--- config.mk ---
export PLATFORM = sky130hd
export DESIGN_NAME = seq_detector_param
export DESIGN_NICKNAME = d
export VERILOG_FILES = /design/src/rtl/seq_det_pkg.sv /design/src/rtl/sat_counter.sv /design/src/rtl/seq_detector_param.sv
export SDC_FILE = /design/constraint.sdc
export NUM_CORES = 1
export LEC_CHECK = 0
export CAP_MARGIN = 25
export CORE_MARGIN = 1.5
export CORE_UTILIZATION = 47
export DETAILED_ROUTE_END_ITERATION = 6
export HOLD_SLACK_MARGIN = 0.06
export PLACE_DENSITY = 0.78
export SETUP_SLACK_MARGIN = 0.4
export SLEW_MARGIN = 25
export SYNTH_ARGS = -nofsm -noshare
export SYNTH_HDL_FRONTEND = slang
export SYNTH_SLANG_ARGS = --single-unit
--- constraint.sdc ---
create_clock -name clk -period 2 [get_ports clk]
set_input_delay 0.3 -clock clk [delete_from_list [all_inputs] [get_ports clk]]
set_output_delay 0.3 -clock clk [all_outputs]
set_load 0.02 [all_outputs]
--- src/rtl/seq_det_pkg.sv ---
// Shared constants and helpers for the parameterised serial pattern detector.
package seq_det_pkg;

  localparam int OVL_ON    = 1;
  localparam int OVL_OFF   = 0;
  localparam int MAX_WIDTH = 16;

  // Alternating 1010... pattern, MSB first, right-aligned in MAX_WIDTH bits.
  function automatic logic [MAX_WIDTH-1:0] reset_pattern(input int width);
    logic [MAX_WIDTH-1:0] p;
    p = {MAX_WIDTH{1'b0}};
    for (int k = 0; k < MAX_WIDTH; k++) begin
      if ((k < width) && (((width - 1 - k) % 2) == 0)) begin
        p[k] = 1'b1;
      end else begin
        p[k] = 1'b0;
      end
    end
    return p;
  endfunction

endpackage

--- src/rtl/sat_counter.sv ---
// Saturating event counter with a sticky overflow flag and synchronous clear.
module sat_counter #(
  parameter int CNT_W = 8
) (
  input  logic             clk,
  input  logic             rst_n,
  input  logic             clr,
  input  logic             inc,
  output logic [CNT_W-1:0] cnt,
  output logic             ovf
);

  localparam logic [CNT_W-1:0] CNT_MAX = {CNT_W{1'b1}};

  logic [CNT_W-1:0] cnt_d, cnt_q;
  logic             ovf_d, ovf_q;

  // Next-state: a clear coinciding with an event counts that event.
  always_comb begin
    cnt_d = cnt_q;
    ovf_d = ovf_q;
    if (clr) begin
      cnt_d = inc ? CNT_W'(1) : {CNT_W{1'b0}};
      ovf_d = 1'b0;
    end else if (inc) begin
      if (cnt_q == CNT_MAX) begin
        ovf_d = 1'b1;
      end else begin
        cnt_d = cnt_q + CNT_W'(1);
      end
    end else begin
      cnt_d = cnt_q;
    end
  end

  // Counter and flag registers.
  always_ff @(posedge clk or negedge rst_n) begin
    if (!rst_n) begin
      cnt_q <= {CNT_W{1'b0}};
      ovf_q <= 1'b0;
    end else begin
      cnt_q <= cnt_d;
      ovf_q <= ovf_d;
    end
  end

  assign cnt = cnt_q;
  assign ovf = ovf_q;

endmodule

--- src/rtl/seq_detector_param.sv ---
// Serial pattern detector: shift history plus fill counter compared against a
// loadable pattern, with a zero-latency Mealy match flag and a match counter.
module seq_detector_param
  import seq_det_pkg::*;
#(
  parameter int WIDTH   = 3,
  parameter int OVERLAP = 1,
  parameter int CNT_W   = 8
) (
  input  logic             clk,
  input  logic             R_n,
  input  logic             in,
  input  logic             en,
  input  logic [WIDTH-1:0] pat_in,
  input  logic             pat_load,
  input  logic             cnt_clr,
  output logic             out,
  output logic [CNT_W-1:0] match_cnt,
  output logic             ovf
);

  localparam int                FILL_W   = $clog2(WIDTH);
  localparam logic [FILL_W-1:0] FILL_MAX = FILL_W'(WIDTH - 1);
  localparam logic [WIDTH-1:0]  RST_PAT  = WIDTH'(reset_pattern(WIDTH));

  logic [WIDTH-2:0]  hist_d, hist_q;
  logic [FILL_W-1:0] fill_d, fill_q;
  logic [WIDTH-1:0]  pat_d, pat_q;
  logic [WIDTH-1:0]  window_s;
  logic              match_s;

  // Match needs a full window of valid bits; a load cycle never matches.
  always_comb begin
    window_s = {hist_q, in};
    match_s  = en & ~pat_load & (fill_q == FILL_MAX) & (window_s == pat_q);
  end

  // History/fill/pattern next state; load wins over enable.
  always_comb begin
    hist_d = hist_q;
    fill_d = fill_q;
    pat_d  = pat_q;
    if (pat_load) begin
      pat_d  = pat_in;
      hist_d = {(WIDTH-1){1'b0}};
      fill_d = {FILL_W{1'b0}};
    end else if (en) begin
      if (match_s && (OVERLAP == OVL_OFF)) begin
        hist_d = {(WIDTH-1){1'b0}};
        fill_d = {FILL_W{1'b0}};
      end else begin
        hist_d = window_s[WIDTH-2:0];
        fill_d = (fill_q == FILL_MAX) ? FILL_MAX : (fill_q + FILL_W'(1));
      end
    end else begin
      hist_d = hist_q;
    end
  end

  // Detector state registers.
  always_ff @(posedge clk or negedge R_n) begin
    if (!R_n) begin
      hist_q <= {(WIDTH-1){1'b0}};
      fill_q <= {FILL_W{1'b0}};
      pat_q  <= RST_PAT;
    end else begin
      hist_q <= hist_d;
      fill_q <= fill_d;
      pat_q  <= pat_d;
    end
  end

  sat_counter #(
    .CNT_W(CNT_W)
  ) u_cnt (
    .clk  (clk),
    .rst_n(R_n),
    .clr  (cnt_clr),
    .inc  (match_s),
    .cnt  (match_cnt),
    .ovf  (ovf)
  );

  assign out = match_s;

endmodule

# Word level (Yosys, flattened, before mapping)
# Index checks and enable logic that the tools add are counted.
# classes
eq_ne	4
shifts	0
multipliers	0
muxes	12
bitwise	4
magnitude_cmp	0
n_reduce_logical	5
div_mod_pow	0
n_addsub	2
# ops
cell	count
$mux 8	3
$mux 2	5
$add 8x1->8 const B	1
$eq 8x8->1 const B	1
$reduce_bool 2->1	3
$mux 1	4
$reduce_and 2->1	2
$and 1x1->1	3
$eq 3x3->1	1
$add 2x1->2 const B	1
$eq 2x2->1 const B	1
$ne 2x2->1 const B	1
$not 1->1	1
# word_totals
latch_bits	0
rom_bits	0
ramBits	0
register_bits	16
mem_count	0
wordCells	32

# Logic depth before layout (Yosys ltp)
# logic_depth
depth_word	6
mapped_depth	8

# Modules after synthesis
# From an unflattened synthesis, not the netlist that was laid out.
# unflattened
cells_unflattened	80
hier_area_um2	897.1
# modules_own_cells
mod	area_per_inst_um2	instances	cells_per_inst
sat_counter	520.5	1	51
seq_detector_param	376.6	1	29

# Worst setup path before layout
# Ideal clock, no wire load.
# synth_path
path_type	reg2reg
startpoint	register u_cnt.cnt_q[0] (netlist: u_cnt.cnt[0])
endpoint	register u_cnt.cnt_q[5] (netlist: u_cnt.cnt[5])
setup_ns	0.125
stages_incl_launch_ff	6
t_arrival_ns	1.595
required_time_ns	1.875
slack_ns	0.280
path_cell_list	dfrtp_1 > ha_1 > and4_1 > buf_2 > nor4_1 > mux2_2
# synth_via
elab_chain_cells	4
word_cells_on_any_way	7
# synth_lines
element	line	rtl
start: declaration	sat_counter.sv:15	logic [CNT_W-1:0] cnt_d, cnt_q;
start signal: assignment	sat_counter.sv:39	cnt_q <= {CNT_W{1'b0}};
start signal: assignment	sat_counter.sv:42	cnt_q <= cnt_d;
$add 8x1->8	sat_counter.sv:29	cnt_d = cnt_q + CNT_W'(1);
$mux 8	sat_counter.sv:26	if (cnt_q == CNT_MAX) begin
$mux 8	sat_counter.sv:25	end else if (inc) begin
$mux 8	sat_counter.sv:22	if (clr) begin
# Several ways; a longest one is shown, not always the timed one. The select of a mux whose other input is x is not followed.
# A chain may end at the register's enable or synchronous reset.

# Final worst setup path
# layout_path
startpoint	register fill_q[0]
endpoint	register u_cnt.cnt_q[3] (netlist: u_cnt.cnt[3])
# layout_via
elab_chain_cells	5
# layout_lines
element	line	rtl
start: declaration	seq_detector_param.sv:27	logic [FILL_W-1:0] fill_d, fill_q;
start signal: assignment	seq_detector_param.sv:64	fill_q <= {FILL_W{1'b0}};
start signal: assignment	seq_detector_param.sv:68	fill_q <= fill_d;
$eq 2x2->1	seq_detector_param.sv:35	match_s = en & ~pat_load & (fill_q == FILL_MAX) & (window_s == pat_q);
$and 1x1->1 (2 in series)	seq_detector_param.sv:35	
$reduce_bool 2->1 (no line)	-	
$reduce_and 2->1 (no line)	-	
# Every way passes these cells.

==> results.toml <==
[setup_path]
crit_arrival_ns = 2.01
path_class = "flip-flop to flip-flop"
cp-start-kind = "flip-flop"
cp_max_fo = 4
cp.required_ns = 2.16
crit_path_end_kind = "flip-flop"

[grt]
grtUsageTotal_pct = 19.5
grt_pass1_wl_um = 2890
grt_pass1_vias = 652
antenna_found_initial = 0
gr-total-overflow = 0
grt_max_degree = 17

[cts]
clk_latency_ns = 0.28
cts.path.max_buffers = 2
cts_hold_buf = 0
cts_sinks = 16
cts_tree = "yes"
htree_levels = 1
cts_root_buf = "clkbuf_4"
clk_pin_slew_worst_paths_ns = 0.09
cts_buffers = 3

[sta]
worst_slew_pin_slew_ns = 0.398
period_minus_slack_ns = 1.85
rsz0062_at_grt = "yes"
hold_violations = 0
slew_headroom_pct = 73.2
setup_tns_ns = 0
worst_hold_slack_ns = 0.328
finalCritPeriodShare_pct = 92.5
slew_viol_final = 0
fmax_mhz = 540
setup_viol = 0
fin_skew_ns = 0.00282

[yosys]
ys_warn_count = 0
yosys_most_used_dff = "dfrtp_1"
ys_types = 32
synth_area_um2 = 858
syn_area_per_cell_um2 = 10.5
syn_inst = 82
syn_nets = 94
synth_edf_count = 0
async_flop_share_pct = 100
ys_seq_elements = 16
synth_seq_area_share_pct = 46.9

[placement]
placed_cell_area_um2 = 1100
place.gp.congestion = 0.791
numPortBuffers = 18
hpwlAfterDp_um = 1200

[route]
totalWireLength_um = 1920
drt-initial-drc-count = 12
route.detailed.drc = 0
via_per_inst = 5.41
vias = 719
dr.pass1.iters = 4
ant_nets = 0
wire_per_inst_um = 14.4

[floorplanning]
initial_core_util_pct = 49.7
die_h_um = 45.7
coreArea_um2 = 1730
ios = 19
die_width_um = 45.7
dieArea_um2 = 2090
fp-row-count = 15

[power_and_ir_drop]
powerDensity_nw_per_um2 = 515
vdd_drop_max_mv = 0.513
p_leak_nw = 0.593

[layout]
diodes = 0
nNetsFinal = 121
drive_gt1_share_pct = 39.8
fillers = 135
final_area_um2 = 1250
syn2layout_area_growth_pct = 45.2

[flow_run]
drv_cap = 0

[outcome]
status = "complete, no violations"

[worst_hold_path]
min_path_type = "input pin to asynchronous set/reset pin"
power by group:
| part | switching (mW) | total (mW) | internal (mW) |
|---|---|---|---|
| sequential | 0.00926 | 0.348 | 0.338 |
| clock | 0.103 | 0.214 | 0.111 |
| combinational | 0.0338 | 0.0804 | 0.0466 |
| total | 0.146 | 0.642 | 0.496 |
kinds of logic (layout without fill, tap and decap cells):
family / count (synthesis) / count (layout) / synth area share, %
simple gates: 28 / 28 / 19.0
fa+ha+maj: 3 / 3 / 4.37
flops: 16 / 16 / 46.9
buf+inv: 11 / 37 / 6.12
mux: 9 / 9 / 11.2
compound gates: 12 / 12 / 9.33
xor+xnor: 3 / 3 / 3.06
stage by stage:
stage	std cells	worst slack, ns	utilization (%)	power, mW
4_1_cts	132	0.185	69.1	0.640
5_1_grt	133	0.0848	72.2	0.672
3_3_place_gp	125	-0.0552	63.6	0.421
6_report	133	0.149	72.2	0.642
3_5_place_dp	125	-0.0682	63.6	0.425
2_1_floorplan	82	0.387	-	0.392
cell type report:
type	count	area (µm²)	area share, %
clock buffers	4	36.3	2.91
repair buffers	27	262	21.0
well taps	25	31.3	2.51
multi-input cells	55	484	38.9
inverters	6	22.5	1.81
flip-flops and latches	16	410	32.9
metal layers:
layer	vias up	wire (µm)	global-route usage, %
met5	-	0	0
met4	0	20	8.57
met3	4	64	2.38
met2	15	1010	33.8
met1	355	822	24.2
li1	345	-	-
flip-flops by register name, indices dropped and copies added (netlist names):
register,count
pat_q,3
u_cnt.ovf,1
hist_q,2
u_cnt.cnt,8
fill_q,2
placed cells by master (no fill, tap or decap), types with 3 or more instances in the layout:
cell | Yosys | final
dlymetal6s2s_1 | 0 | 3
inv_1 | 5 | 4
buf_4 | 0 | 6
nand4_1 | 3 | 3
dlygate4sd2_1 | 0 | 5
clkbuf_4 | 0 | 3
nor2_1 | 8 | 8
xnor2_1 | 3 | 3
a21oi_2 | 0 | 4
mux2_2 | 5 | 3
nor2b_1 | 3 | 3
dfrtp_1 | 14 | 8
mux2i_1 | 4 | 4
clkdlybuf4s50_1 | 0 | 9
buf_6 | 1 | 4
dfrtp_2 | 0 | 6
what timing repair did:
action | in CTS | in global routing
resized for setup | 20 | 13
endpoints found under the hold margin | 0 | 0
gates cloned | 0 | 0
buffers inserted | 3 | 1
pin swaps | 6 | 4
endpoints found under the setup margin | 10 | 11
critical path, stage by stage (launching register included):
cell and delay (ns):
dfrtp_1 0.41, inv_2 0.07, ha_2 0.16, and3b_1 0.15, nand4_1 0.16, buf_6 0.18
buf_6 0.12, o31ai_1 0.39, a21oi_2 0.10
synth_stat cells, types with 2 or more instances:
cell type | number | area, µm²
a21oi_1 | 5 | 25.0
buf_2 | 3 | 15.0
dfrtp_1 | 14 | 350
dfstp_2 | 2 | 52.6
ha_1 | 3 | 37.5
inv_1 | 5 | 18.8
mux2_2 | 5 | 56.3
mux2i_1 | 4 | 40.0
nand2_1 | 2 | 7.51
nand3_1 | 2 | 10.0
nand4_1 | 3 | 18.8
nor2_1 | 8 | 30.0
nor2b_1 | 3 | 18.8
nor3_1 | 2 | 10.0
o41ai_1 | 2 | 17.5
xnor2_1 | 3 | 26.3
final timing paths:
| check | depth (start not counted) | from | end | slack, ns |
|---|---|---|---|---|
| setup / recovery | 8 | fill_q[0]$_DFFE_PN0P_ | u_cnt.cnt[3]$_DFFE_PN0P_ | 0.15 |
| hold / removal | 2 | R_n | u_cnt.cnt[6]$_DFFE_PN0P_ | 0.33 |
| setup reg to reg | 8 | fill_q[0]$_DFFE_PN0P_ | u_cnt.cnt[3]$_DFFE_PN0P_ | 0.15 |
| hold reg to reg | 2 | u_cnt.ovf$_DFFE_PN0P_ | u_cnt.ovf$_DFFE_PN0P_ | 0.51 |
| max in group asynchronous | 2 | R_n | pat_q[0]$_DFFE_PN1P_ | 1.42 |
| min in group clk | 2 | u_cnt.ovf$_DFFE_PN0P_ | u_cnt.ovf$_DFFE_PN0P_ | 0.51 |
Power figures use the tool's default switching activity.
